## config.mk

```make
export PLATFORM = sky130hd
export DESIGN_NAME = vram_fill
export DESIGN_NICKNAME = d
export VERILOG_FILES = /design/src/rtl/vram_fill_pkg.sv /design/src/rtl/vram_cursor.sv /design/src/rtl/vram_fill.sv
export SDC_FILE = /design/constraint.sdc
export NUM_CORES = 1
export LEC_CHECK = 0
export BUFFER_PORTS_ARGS = -buffer_cell sky130_fd_sc_hd__buf_2
export CORE_ASPECT_RATIO = 2
export CORE_MARGIN = 3
export CORE_UTILIZATION = 54
export CTS_CLUSTER_DIAMETER = 40
export DETAILED_ROUTE_END_ITERATION = 7
export PLACE_DENSITY = 0.8
export SLEW_MARGIN = 20
export SYNTH_ARGS = -nofsm -noshare
export SYNTH_HDL_FRONTEND = slang
export SYNTH_SLANG_ARGS = --single-unit
export TNS_END_PERCENT = 50
```

## constraint.sdc

```tcl
create_clock -name clk -period 2.9 [get_ports clk]
set_clock_uncertainty 0.15 [all_clocks]
set_input_delay 0 -clock clk [delete_from_list [all_inputs] [get_ports clk]]
set_output_delay 0 -clock clk [all_outputs]
set_load 0.005 [all_outputs]
```

## src/rtl/vram_fill_pkg.sv

```systemverilog
//-----------------------------------------------------------------------------
// Module      : vram_fill_pkg
// Description : Shared video constants (framebuffer geometry) and fill FSM states.
// Revision    : 1.0
//-----------------------------------------------------------------------------
`default_nettype none

package vram_fill_pkg;

  localparam int VRAM_BASE = 'h400;
  localparam int ROW_BYTES = 32;
  localparam int ROWS      = 224;

  typedef enum logic [1:0] {
    IDLE = 2'd0,
    FILL = 2'd1,
    DONE = 2'd2
  } fill_state_e;

endpackage

`default_nettype wire

```

## src/rtl/vram_cursor.sv

```systemverilog
//-----------------------------------------------------------------------------
// Module      : vram_cursor
// Description : Row/column counters and framebuffer address register for the fill walk.
// Revision    : 1.0
//-----------------------------------------------------------------------------
`default_nettype none

module vram_cursor #(
  parameter int RAM_ADDR_WIDTH = 13,
  parameter int VRAM_BASE      = 'h400,
  parameter int ROW_BYTES      = 32,
  parameter int ROWS           = 224,
  parameter int ROW_W          = (ROWS > 1) ? $clog2(ROWS) : 1,
  parameter int COL_W          = (ROW_BYTES > 1) ? $clog2(ROW_BYTES) : 1
) (
  input  logic                      clk,
  input  logic                      rst,
  input  logic                      clear,
  input  logic                      step,
  output logic                      last,
  output logic [ROW_W-1:0]          row,
  output logic [COL_W-1:0]          col,
  output logic [RAM_ADDR_WIDTH-1:0] addr
);

  logic [ROW_W-1:0]          row_q, row_d;
  logic [COL_W-1:0]          col_q, col_d;
  logic [RAM_ADDR_WIDTH-1:0] addr_q, addr_d;
  logic                      col_end;

  assign col_end = (col_q == COL_W'(ROW_BYTES - 1));
  assign last    = col_end && (row_q == ROW_W'(ROWS - 1));

  // Stepping at the last byte holds position so the address never leaves the framebuffer.
  always_comb begin
    row_d  = row_q;
    col_d  = col_q;
    addr_d = addr_q;
    if (clear) begin
      row_d  = '0;
      col_d  = '0;
      addr_d = RAM_ADDR_WIDTH'(VRAM_BASE);
    end else if (step && !last) begin
      addr_d = addr_q + RAM_ADDR_WIDTH'(1);
      if (col_end) begin
        col_d = '0;
        row_d = row_q + ROW_W'(1);
      end else begin
        col_d = col_q + COL_W'(1);
      end
    end
  end

  always_ff @(posedge clk) begin
    if (rst) begin
      row_q  <= '0;
      col_q  <= '0;
      addr_q <= RAM_ADDR_WIDTH'(VRAM_BASE);
    end else begin
      row_q  <= row_d;
      col_q  <= col_d;
      addr_q <= addr_d;
    end
  end

  assign row  = row_q;
  assign col  = col_q;
  assign addr = addr_q;

endmodule

`default_nettype wire

```

## src/rtl/vram_fill.sv

```systemverilog
//-----------------------------------------------------------------------------
// Module      : vram_fill
// Description : Framebuffer fill engine stealing RAM cycles via bus_req/bus_gnt.
//               Define VRAM_FILL_PATTERN_EN for the 8x8 checkerboard test pattern.
// Revision    : 1.0
//-----------------------------------------------------------------------------
`default_nettype none

module vram_fill #(
  parameter int RAM_SIZE       = 8192,
  parameter int RAM_ADDR_WIDTH = $clog2(RAM_SIZE),
  parameter int XLEN           = 8,
  parameter int VRAM_BASE      = vram_fill_pkg::VRAM_BASE,
  parameter int ROW_BYTES      = vram_fill_pkg::ROW_BYTES,
  parameter int ROWS           = vram_fill_pkg::ROWS
) (
  input  logic                      clk,
  input  logic                      rst,
  input  logic                      start,
  input  logic [XLEN-1:0]           fill_data,
  output logic                      busy,
  output logic                      done,
  output logic                      bus_req,
  input  logic                      bus_gnt,
  output logic [RAM_ADDR_WIDTH-1:0] ram_addr,
  output logic [XLEN-1:0]           ram_wdata,
  output logic                      ram_we
);

  import vram_fill_pkg::*;

  localparam int ROW_W = (ROWS > 1) ? $clog2(ROWS) : 1;
  localparam int COL_W = (ROW_BYTES > 1) ? $clog2(ROW_BYTES) : 1;

  fill_state_e               state_q, state_d;
  logic                      busy_q, busy_d;
  logic                      done_q, done_d;
  logic [XLEN-1:0]           fill_q, fill_d;
  logic                      cur_clear, cur_step, cur_last;
  logic [ROW_W-1:0]          cur_row;
  logic [COL_W-1:0]          cur_col;
  logic [RAM_ADDR_WIDTH-1:0] cur_addr;
  logic [XLEN-1:0]           pix_data;
  logic                      unused_cursor;

  vram_cursor #(
    .RAM_ADDR_WIDTH(RAM_ADDR_WIDTH),
    .VRAM_BASE     (VRAM_BASE),
    .ROW_BYTES     (ROW_BYTES),
    .ROWS          (ROWS),
    .ROW_W         (ROW_W),
    .COL_W         (COL_W)
  ) u_cursor (
    .clk  (clk),
    .rst  (rst),
    .clear(cur_clear),
    .step (cur_step),
    .last (cur_last),
    .row  (cur_row),
    .col  (cur_col),
    .addr (cur_addr)
  );

  always_comb begin
    state_d   = state_q;
    fill_d    = fill_q;
    cur_clear = 1'b0;
    cur_step  = 1'b0;
    case (state_q)
      IDLE: begin
        if (start) begin
          state_d   = FILL;
          fill_d    = fill_data;
          cur_clear = 1'b1;
        end
      end
      FILL: begin
        if (bus_gnt) begin
          cur_step = 1'b1;
          if (cur_last) begin
            state_d = DONE;
          end
        end
      end
      DONE:    state_d = IDLE;
      default: state_d = IDLE;
    endcase
    busy_d = (state_d == FILL);
    done_d = (state_d == DONE);
  end

  always_ff @(posedge clk) begin
    if (rst) begin
      state_q <= IDLE;
      busy_q  <= 1'b0;
      done_q  <= 1'b0;
      fill_q  <= '0;
    end else begin
      state_q <= state_d;
      busy_q  <= busy_d;
      done_q  <= done_d;
      fill_q  <= fill_d;
    end
  end

`ifdef VRAM_FILL_PATTERN_EN
  // Invert every other byte and every 8th row band: 8x8-pixel checkerboard.
  assign pix_data = fill_q ^ {XLEN{cur_row[3] ^ cur_col[0]}};
`else
  assign pix_data = fill_q;
`endif

  assign unused_cursor = ^{cur_row, cur_col};

  assign busy      = busy_q;
  assign bus_req   = busy_q;
  assign done      = done_q;
  assign ram_we    = busy_q & bus_gnt;
  assign ram_addr  = cur_addr;
  assign ram_wdata = busy_q ? pix_data : '0;

endmodule

`default_nettype wire

```

==> reports/results.ini, run 1 <==
[outcome]
status=finished, final reports clean

[timing]
clock.fmax_ghz=0.458
drv_slew=0
rsz0062_at_grt=no
fin_ws_ns=0.715
hold_viol_final=0
fin_crit_ns=2.19
tns_ns=0
final-setup-viol-count=0
worstMarginPinSlew_ns=0.779
fin_crit_sh_pct=75.3
slew-limit-headroom_pct=48.1

[cells_and_area]
area_delta_synth_final_pct=27.0
layout.cells.non_filler=277
layout.nets=261
n_antenna_cell=0
utilization_pct=72.0
layout-drive-gt1-share_pct=22.4

[cts]
cts_buffers=5
clock_sinks=38
clock_path_buffers=2
postCtsSetupBuffers=0
clock_latency_ns=0.29
tritoncts=yes
htreeDepth=2
cts_root_buffer=clkbuf_8
clk_pin_slew_worst_paths_ns=0.08

[floorplan]
die_h_um=87.9
fp-row-count=29
die_x_um=46.9
coreArea_mm2=0.00319
num_io_pins=37
dieArea_mm2=0.00413
initial_utilization_pct=56.7

[placed_design]
place.gp.congestion=0.846
dp.cells=251
dp_slack_ns=0.732
dpl.hpwl_mm=2.82
portBuffers=36

[critical_path]
cpPeakStageDelay_ns=0.39
cp_top_family=simple AND/OR/NAND/NOR gates
path_cells=ha_1 -> and3_1 -> ha_1 -> nand4_2 -> buf_4 -> o2111ai_4 -> or3_1 -> a21oi_1
worstPathArrival_ns=2.25
crit_top_cell=ha_1
worst_path_max_delay_cell=or3_1
worst-path-buf-inv=1
required_ns=2.97
critPathMaxFanout=10
end_kind=flop
worstSetupPathType=flop to flop
cp-start-kind=flop

[power]
swShare_pct=19.7
leakagePower_nw=1.01
p_clk_share_pct=46.6
p_comb_share_pct=7.5
powerDensity_mw_per_mm2=512
ir_drop_uv=449
seq_power_share_pct=45.9
total_power_mw=1.18
switching_power_mw=0.233
p_int_mw=0.946

[hold_path]
min_path_type=primary input to flop

[drt]
routedWlPerCell_um=14.5
vias=1606
totalWireLength_mm=4.01
drt_iter0_drc=22
drc=0
ant_nets=0
vias_per_cell=5.80
drt_pass1_iterations=4

[global_route]
grt_use_total_pct=22.2
grt_pass1_vias=1574
grt_pass1_wl_mm=6.60
grt.overflow.total=0
grt_max_degree=23
antenna_found_initial=0

[synth]
synth.distinct_cells=42
syn-num-nets=207
yosys_warnings=0
synth_top_flop_cell=dfxtp_1
synth_edf_count=0
syn_avg_cell_area_um2=9.48
ys_seq_area_share_pct=42.0
synthArstFlopShare_pct=0
netlist_area_mm2=0.00181
ys_ff_latch=38
postSynthCellCount=191

[run]
maxCapViolCount=0

-- cell families after synthesis --
logic type	after synthesis	share of synthesized area (%)
and+or+nand+nor	82	25.7
DFF	38	42.0
AOI/OAI and AO/OA	35	14.2
buffers and inverters	12	4.84
muxes	11	6.08
xor gates and xnor gates	9	4.35
adders and majority gates	4	2.76
-- timing repair --
item	in CTS	in global routing
endpoints found under the setup margin	0	0
hold buffers	18	0
resized for setup	0	0
hold endpoints to repair	12	0
-- sequential cells by signal, summed over array words and instances, names as in the netlist --
| signal | cells |
|---|---|
| u_cursor.addr | 13 |
| fill_q | 8 |
| u_cursor.row | 8 |
| u_cursor.col | 5 |
| state_q | 2 |
| bus_req | 1 |
| done | 1 |
-- worst paths after layout --
path	start	endpoint	slack, ns	cells after the start
setup / recovery	u_cursor.col[0]	u_cursor.addr[12]	0.71	8
hold / removal	start	state_q[0]	0.22	4
setup reg to reg	u_cursor.col[0]	u_cursor.addr[12]	0.71	8
hold reg to reg	u_cursor.row[1]	u_cursor.row[1]	0.35	2
-- per-stage QoR --
step	hold slack, ns	area [um2]
floorplan	-0.0397	1810
global placement	0.0904	1980
detailed placement	0.0984	1980
CTS	0.221	2300
global route	0.257	2300
finish	0.222	2300
-- worst min-delay path: stages --
cell and delay, ns:
buf_2 0.07, nor3b_2 0.16, buf_4 0.24, o21ba_2 0.16
-- Yosys cell counts (3+ instances only) --
library cell,number,area (um2)
o21ai_0,9,45.0
nor2_1,25,93.8
nor3_1,3,15.0
nand3_1,8,40.0
nand2_1,7,26.3
ha_1,4,50.1
xor2_1,6,52.6
dfxtp_1,38,761
nor4_1,5,31.3
mux2i_1,11,110
and2_1,10,62.6
a21oi_1,10,50.1
xnor2_1,3,26.3
or3_1,6,37.5
clkbuf_1,3,11.3
buf_6,5,56.3
o211ai_1,5,37.5
and4_1,3,26.3
-- metal layers --
metal | vias up | part of all wire [%] | track usage (%)
li1 | 791 | - | -
met1 | 754 | 36 | 20.5
met2 | 49 | 56 | 40.3
met3 | 12 | 4.2 | 5.56
met4 | 0 | 3.4 | 13.4
met5 | - | 0 | 0
-- final cells by class --
| class | count | area [um2] |
|---|---|---|
| clock buffers | 6 | 82.6 |
| clock inverters | 2 | 60.1 |
| fillers | 251 | 893 |
| inverters | 2 | 7.51 |
| multi-input cells | 141 | 967 |
| flip-flops and latches | 38 | 761 |
| well taps | 31 | 38.8 |
| repair buffers | 57 | 383 |
-- placed cells by master (no fill, tap or decap), types with 6 or more instances in the layout --
cell type	n
mux2i_1	11
dlygate4sd3_1	18
and2_1	10
nand3_1	8
buf_2	36
clkbuf_8	6
o21ai_0	9
a21oi_1	10
xor2_1	6
nor2_1	25
nand2_1	7
or3_1	6
dfxtp_1	38
-- power groups by stage --
| stage | Combinational (mW) | Clock [mW] | Sequential [mW] |
|---|---|---|---|
| 5_1_grt | 0.0984 | 0.576 | 0.542 |
| 6_report | 0.0881 | 0.549 | 0.541 |
| 3_5_place_dp | 0.0679 | 0 | 0.553 |
| 3_3_place_gp | 0.0671 | 0 | 0.552 |
| 4_1_cts | 0.0881 | 0.557 | 0.541 |
| 2_1_floorplan | 0.0484 | 0 | 0.551 |
Power figures use the tool's default switching activity.
==> run 2, diff against run 1 <==
ABC_AREA = 1   (was default)
PLACE_DENSITY = 0.79   (was 0.8)
clock period = 2.2 ns   (was 2.9 ns; I/O delays follow)
==> run 2 against run 1 <==
  * Area after synthesis is 7.5% higher
  * Global-route usage is 0.27 points higher
  * Sequential power is 33% higher
  * Combinational power is 49% higher
  * Count of clock-buffer cells in the layout is 1 lower
  * Sequential cell count stayed put
  * Utilization is 0.37 points lower
  * Clock power is 6.0% higher
==> reports/results.ini, run 2 <==
[drt]
ant_nets=0  ; unchanged
routedWlPerCell_um=11.4  ; was 14.5 um
vias_per_cell=4.94  ; was 5.80
vias=1910  ; was 1,606
drt_pass1_iterations=4  ; unchanged
totalWireLength_mm=4.42  ; was 4.01 mm
drt_iter0_drc=34  ; was 22
drc=0  ; unchanged

[floorplan]
die_x_um=48.5  ; was 46.9 um
num_io_pins=37  ; unchanged
coreArea_mm2=0.00342  ; was 0.00319 mm2
initial_utilization_pct=57.0  ; was 56.7%
die_h_um=90.9  ; was 87.9 um
dieArea_mm2=0.00441  ; was 0.00413 mm2
fp-row-count=30  ; was 29

[synth]
netlist_area_mm2=0.00195  ; was 0.00181 mm2
ys_ff_latch=38  ; unchanged
synth_top_area_cell=dfxtp_1  ; unchanged
synth_area_leaders=dfxtp_1 39%, nand2_1 18%, a21oi_1 7.7%  ; was dfxtp_1 42%, mux2i_1 6.1%, nor2_1 5.2%
synth.distinct_cells=26  ; was 42
synth_fa_ha_area_share_pct=2.57  ; was 2.76%
synth_top_family_by_area=simple AND/OR/NAND/NOR gates  ; unchanged
synth_top_flop_cell=dfxtp_1  ; unchanged
synth_top_cell_area_share_pct=39.1  ; was 42.0%
synth_edf_count=0  ; unchanged
postSynthCellCount=282  ; was 191
synth_xor_area_share_pct=4.05  ; was 4.35%
synth_compound_area_share_pct=11.6  ; was 14.2%
yosys_warnings=0  ; unchanged
synthArstFlopShare_pct=0  ; unchanged
synthMuxAreaShare_pct=0  ; was 6.08%
synth.most_common_cell=nand2_1  ; was dfxtp_1
ys_seq_area_share_pct=39.1  ; was 42.0%
synth_common_cells=95 x nand2_1, 38 x dfxtp_1, 30 x a21oi_1  ; was 38 x dfxtp_1, 25 x nor2_1, 11 x mux2i_1
synthSimpleGateAreaFrac_pct=33.5  ; was 25.7%
syn-num-nets=298  ; was 207
syn_avg_cell_area_um2=6.90  ; was 9.48 um2

[power]
powerDensity_mw_per_mm2=585  ; was 512 mW/mm2
leakagePower_nw=1.14  ; was 1.01 nW
total_power_mw=1.43  ; was 1.18 mW
ir_drop_uv=495  ; was 449 uV

[cts]
clock_sinks=38  ; unchanged
htreeDepth=2  ; unchanged
clk_pin_slew_worst_paths_ns=0.07  ; was 0.08 ns
tritoncts=yes  ; unchanged
cts_buffers=5  ; unchanged
cts_root_buffer=clkbuf_8  ; unchanged
clock_path_buffers=2  ; unchanged
postCtsSetupBuffers=0  ; unchanged
clock_latency_ns=0.29  ; about the same

[run]
maxCapViolCount=0  ; unchanged

[critical_path]
worstSetupPathType=flop to flop  ; unchanged
end_kind=flop  ; unchanged
cp-start-kind=flop  ; unchanged
critPathMaxFanout=21  ; was 10
reg2regPathDepth=11  ; was 8
rrSetupSlack_ns=0.23  ; was 0.71 ns
required_ns=2.27  ; was 2.97 ns
reg2reg_from=u_cursor.col[0]  ; unchanged
regToRegEndpoint=u_cursor.addr[11]  ; was u_cursor.addr[12]
worstPathArrival_ns=2.04  ; was 2.25 ns

[placed_design]
dpl_cell_area_mm2=0.00216  ; was 0.00198 mm2
portBuffers=36  ; unchanged
place.gp.congestion=0.788  ; was 0.846
dpl.hpwl_mm=2.97  ; was 2.82 mm

[timing]
fin_crit_ns=1.97  ; was 2.19 ns
fin_crit_sh_pct=89.5  ; was 75.3%
rsz0062_at_grt=no  ; unchanged
tns_ns=0  ; unchanged
final-setup-viol-count=0  ; unchanged
clock.fmax_ghz=0.508  ; was 0.458 GHz
slew-limit-headroom_pct=74.7  ; was 48.1%
hold_viol_final=0  ; unchanged
worstMarginPinSlew_ns=0.378  ; was 0.779 ns
drv_slew=0  ; unchanged

[hold_path]
min_path_type=primary input to flop  ; unchanged
holdPathEnd=bus_req  ; was state_q[0]
min_from=start  ; unchanged
whs_path_depth=5  ; was 4

[cells_and_area]
n_antenna_cell=0  ; unchanged
layout-drive-gt1-share_pct=17.7  ; was 22.4%
largest_register_ffs=13  ; unchanged
final_cell_mix=95 x nand2_1, 38 x dfxtp_1, 36 x buf_2  ; was 38 x dfxtp_1, 36 x buf_2, 25 x nor2_1
layout.nets=354  ; was 261
fin_area_mm2=0.00245  ; was 0.00230 mm2
area_delta_synth_final_pct=25.7  ; was 27.0%
layout_commonest_cell=nand2_1  ; was dfxtp_1
fillers=272  ; was 251

[global_route]
grt_pass1_wl_mm=7.96  ; was 6.60 mm
grt_max_degree=22  ; was 23
grt_pass1_vias=1913  ; was 1,574
antenna_found_initial=0  ; unchanged
grt_use_total_pct=22.5  ; was 22.2%
grt.overflow.total=0  ; unchanged

[outcome]
status=finished, final reports clean  ; unchanged

run 2: changes by cell type after synthesis, moves of 6 or more:
cell and change:
nand2_1 +88, inv_1 +27, a21oi_1 +20, mux2i_1 -11
and2_1 -10, or3_1 -6
run 2: repair_timing:
| item | CTS | global route |
|---|---|---|
| resized for setup | 0 | 0 |
| hold endpoints to repair | 12 | 0 |
| hold buffers | 18 | 0 |
run 2: stage by stage:
step | cells | setup slack (ns) | utilization, % | hold slack (ns)
final | 387 | 0.232 | 71.6 | 0.0652
after global routing | 387 | 0.0374 | 71.6 | 0.0914
after CTS | 387 | 0.205 | 71.6 | 0.0643
after detailed placement | 361 | 0.213 | 63.2 | 0.110
after global placement | 361 | 0.249 | 63.2 | 0.105
after floorplan | 282 | 0.341 | - | -0.0779
run 2: routing by layer:
layer,track usage (%),up-vias,part of all wire [%]
li1,-,998,-
met5,0,-,0
met2,42.5,48,53
met4,10.2,0,2.6
met1,22.8,852,40
met3,4.79,12,4.3
run 2: area by class of cell:
| cell class | instances | area, um2 | share of cell area [%] |
|---|---|---|---|
| Tap cell | 48 | 60.1 | 2.45 |
| Inverter | 33 | 124 | 5.06 |
| Clock buffer | 5 | 68.8 | 2.81 |
| Clock inverter | 3 | 40.0 | 1.64 |
| Multi-Input combinational cell | 204 | 1010 | 41.1 |
| Timing Repair Buffer | 56 | 388 | 15.8 |
| Sequential cell | 38 | 761 | 31.1 |
run 2: worst max-delay path by stage:
stage                          from                end  slack [ns]  cells after the start
floorplan           u_cursor.col[0]   u_cursor.addr[1]        0.34                     12
global placement    u_cursor.col[0]  u_cursor.addr[11]        0.25                     11
detailed placement  u_cursor.col[0]  u_cursor.addr[11]        0.21                     11
CTS                 u_cursor.col[0]   u_cursor.addr[0]        0.20                     11
global route        u_cursor.col[0]  u_cursor.addr[11]        0.04                     11
finish              u_cursor.col[0]  u_cursor.addr[11]        0.23                     11
run 2: power by group:
group	leakage, nW	switching (mW)	internal (mW)
clock network	0.0579	0.249	0.334
registers	0.308	0.0148	0.704
logic	0.775	0.0698	0.0611
run 2: logic make-up (layout without fill, tap and decap cells):
logic type | Yosys count | after routing
AO/OA/AOI/OAI | 43 | 43
buffers and inverters | 40 | 97
XOR/XNOR | 9 | 9
flip-flops | 38 | 38
adder cells (fa/ha/maj) | 4 | 4
AND/OR/NAND/NOR | 148 | 148
run 2: worst max-delay path, cell delays in order, from the launching register on:
cell,delay [ns]
dfxtp_1,0.37
ha_1,0.15
inv_1,0.05
nor3_1,0.13
ha_1,0.26
nand3_1,0.11
nor2_2,0.13
nand2_4,0.10
nand2_4,0.09
buf_12,0.15
nand2_1,0.05
a21oi_1,0.15
==> run 3, diff against run 2 <==
PLACE_DENSITY = 0.78   (was 0.79)
==> run 3 against run 2 <==
  * Total power decreased by 5.9%
  * Die area stayed put
  * Largest power group unchanged
  * Largest cell class unchanged
  * Non-clock buffer count decreased by 1
  * First-iteration DRC count grew 38%
  * Via count increased by 1.2%
  * Critical path depth fell by 4
  * Maximum frequency shrank 5.2%
  * Combinational power about the same
  * Routed wire length increased by 6.3%
  * Critical endpoint is now fill_q[5]
  * Sequential cell count did not move
  * Cell count is 0.26% lower
==> reports/results.ini, run 3 (same netlist as run 2, synthesis figures left out) <==
[outcome]
status=finished, final reports clean  ; unchanged

[placed_design]
dpl_cell_area_mm2=0.00214  ; was 0.00216 mm2
dp.cells=360  ; was 361
place.gp.congestion=0.769  ; was 0.788
portBuffers=36  ; unchanged
dp_slack_ns=0.114  ; was 0.213 ns
dpl.hpwl_mm=3.10  ; was 2.97 mm

[power]
p_clk_share_pct=36.9  ; was 40.7%
powerDensity_mw_per_mm2=555  ; was 585 mW/mm2
swShare_pct=24.8  ; was 23.3%
ir_drop_uv=505  ; was 495 uV
seq_power_share_pct=53.3  ; was 50.2%
leakagePower_nw=1.12  ; was 1.14 nW
p_int_mw=1.01  ; was 1.10 mW
switching_power_mw=0.334  ; was 0.333 mW
p_comb_share_pct=9.8  ; was 9.1%

[cts]
postCtsSetupBuffers=0  ; unchanged
clock_sinks=38  ; unchanged
htreeDepth=2  ; unchanged
tritoncts=yes  ; unchanged
clock_latency_ns=0.29  ; about the same
cts_buffers=5  ; unchanged
clk_pin_slew_worst_paths_ns=0.08  ; was 0.07 ns
clock_path_buffers=2  ; unchanged
cts_root_buffer=clkbuf_8  ; unchanged

[cells_and_area]
fillers=275  ; was 272
layout-drive-gt1-share_pct=18.3  ; was 17.7%
layout_commonest_cell=nand2_1  ; unchanged
area_delta_synth_final_pct=24.8  ; was 25.7%
n_antenna_cell=0  ; unchanged
layout.nets=353  ; was 354
layout.cells.non_filler=386  ; was 387
largest_register_ffs=13  ; unchanged
utilization_pct=71.1  ; was 71.6%
fin_area_mm2=0.00243  ; was 0.00245 mm2
final_cell_mix=95 x nand2_1, 36 x dfxtp_1, 36 x buf_2  ; was 95 x nand2_1, 38 x dfxtp_1, 36 x buf_2

[drt]
drt_pass1_iterations=4  ; unchanged
totalWireLength_mm=4.70  ; was 4.42 mm
routedWlPerCell_um=12.2  ; was 11.4 um
drt_iter0_drc=47  ; was 34
vias=1933  ; was 1,910
drc=0  ; unchanged
ant_nets=0  ; unchanged
vias_per_cell=5.01  ; was 4.94

[global_route]
grt_use_total_pct=22.2  ; was 22.5%
grt_pass1_vias=1785  ; was 1,913
antenna_found_initial=0  ; unchanged
grt_max_degree=20  ; was 22
grt.overflow.total=0  ; unchanged
grt_pass1_wl_mm=7.74  ; was 7.96 mm

[floorplan]
initial_utilization_pct=57.0  ; unchanged
die_x_um=48.5  ; unchanged
dieArea_mm2=0.00441  ; unchanged
die_h_um=90.9  ; unchanged
coreArea_mm2=0.00342  ; unchanged
num_io_pins=37  ; unchanged
fp-row-count=30  ; unchanged

[timing]
drv_slew=0  ; unchanged
tns_ns=0  ; unchanged
slew-limit-headroom_pct=65.5  ; was 74.7%
worstMarginPinSlew_ns=0.517  ; was 0.378 ns
fin_crit_sh_pct=94.4  ; was 89.5%
hold_viol_final=0  ; unchanged
clock.fmax_ghz=0.482  ; was 0.508 GHz
rsz0062_at_grt=no  ; unchanged
fin_crit_ns=2.08  ; was 1.97 ns
final-setup-viol-count=0  ; unchanged
fin_ws_ns=0.124  ; was 0.232 ns

[hold_path]
min_path_type=primary input to flop  ; unchanged

[critical_path]
end_kind=flop  ; unchanged
cp-start-kind=flop  ; unchanged
required_ns=2.23  ; was 2.27 ns
worstPathArrival_ns=2.11  ; was 2.04 ns
critPathMaxFanout=10  ; was 21
worstSetupPathType=flop to flop  ; unchanged
rrSetupSlack_ns=0.12  ; was 0.23 ns

[run]
maxCapViolCount=0  ; unchanged

==> run 3: repair_timing <==
action                     4_1_cts  5_1_grt
setup endpoints to repair        0       15
hold endpoints to repair        12        0
resized for setup                0        6
hold buffers                    18        0
==> run 3: per-stage QoR <==
stage	power (mW)	hold WS [ns]
final	1.35	0.155
after global routing	1.41	0.185
after CTS	1.35	0.137
after detailed placement	0.833	0.113
after global placement	0.831	0.106
after floorplan	0.804	-0.0779
==> run 3: final timing paths <==
kind / startpoint / end / depth (start not counted)
hold reg to reg: fill_q[3] / fill_q[3] / 2
setup reg to reg: state_q[0] / fill_q[5] / 7
hold / removal: start / bus_req / 5
setup / recovery: state_q[0] / fill_q[5] / 7
==> run 3: final cells by class <==
type / count / area, um2 / area share, %
clock buffers: 6 / 82.6 / 3.40
multi-input cells: 204 / 1020 / 41.9
inverters: 33 / 126 / 5.20
flip-flops and latches: 38 / 763 / 31.4
clock inverters: 2 / 12.5 / 0.515
well taps: 48 / 60.1 / 2.47
repair buffers: 55 / 368 / 15.1
==> run 3: critical path: stages (launching register included) <==
cell and delay [ns]:
dfxtp_1 0.31, inv_1 0.05, nand2_1 0.05, nor2_2 0.40
inv_2 0.21, nand2_1 0.15, a21oi_1 0.09, dlygate4sd3_1 0.57
==> run 3: routing by layer <==
metal  part of all wire [%]  track usage, %
met5                      0               0
met4                    1.9            9.50
met3                    3.9            3.80
met2                     57            44.0
met1                     37            21.4
==> run 3: power by group through the flow <==
stage	clock network, mW	logic (mW)	registers [mW]
after floorplan	0	0.0757	0.729
after global placement	0	0.0978	0.733
after detailed placement	0	0.0995	0.734
after CTS	0.508	0.125	0.718
after global routing	0.542	0.146	0.721
final	0.498	0.132	0.719
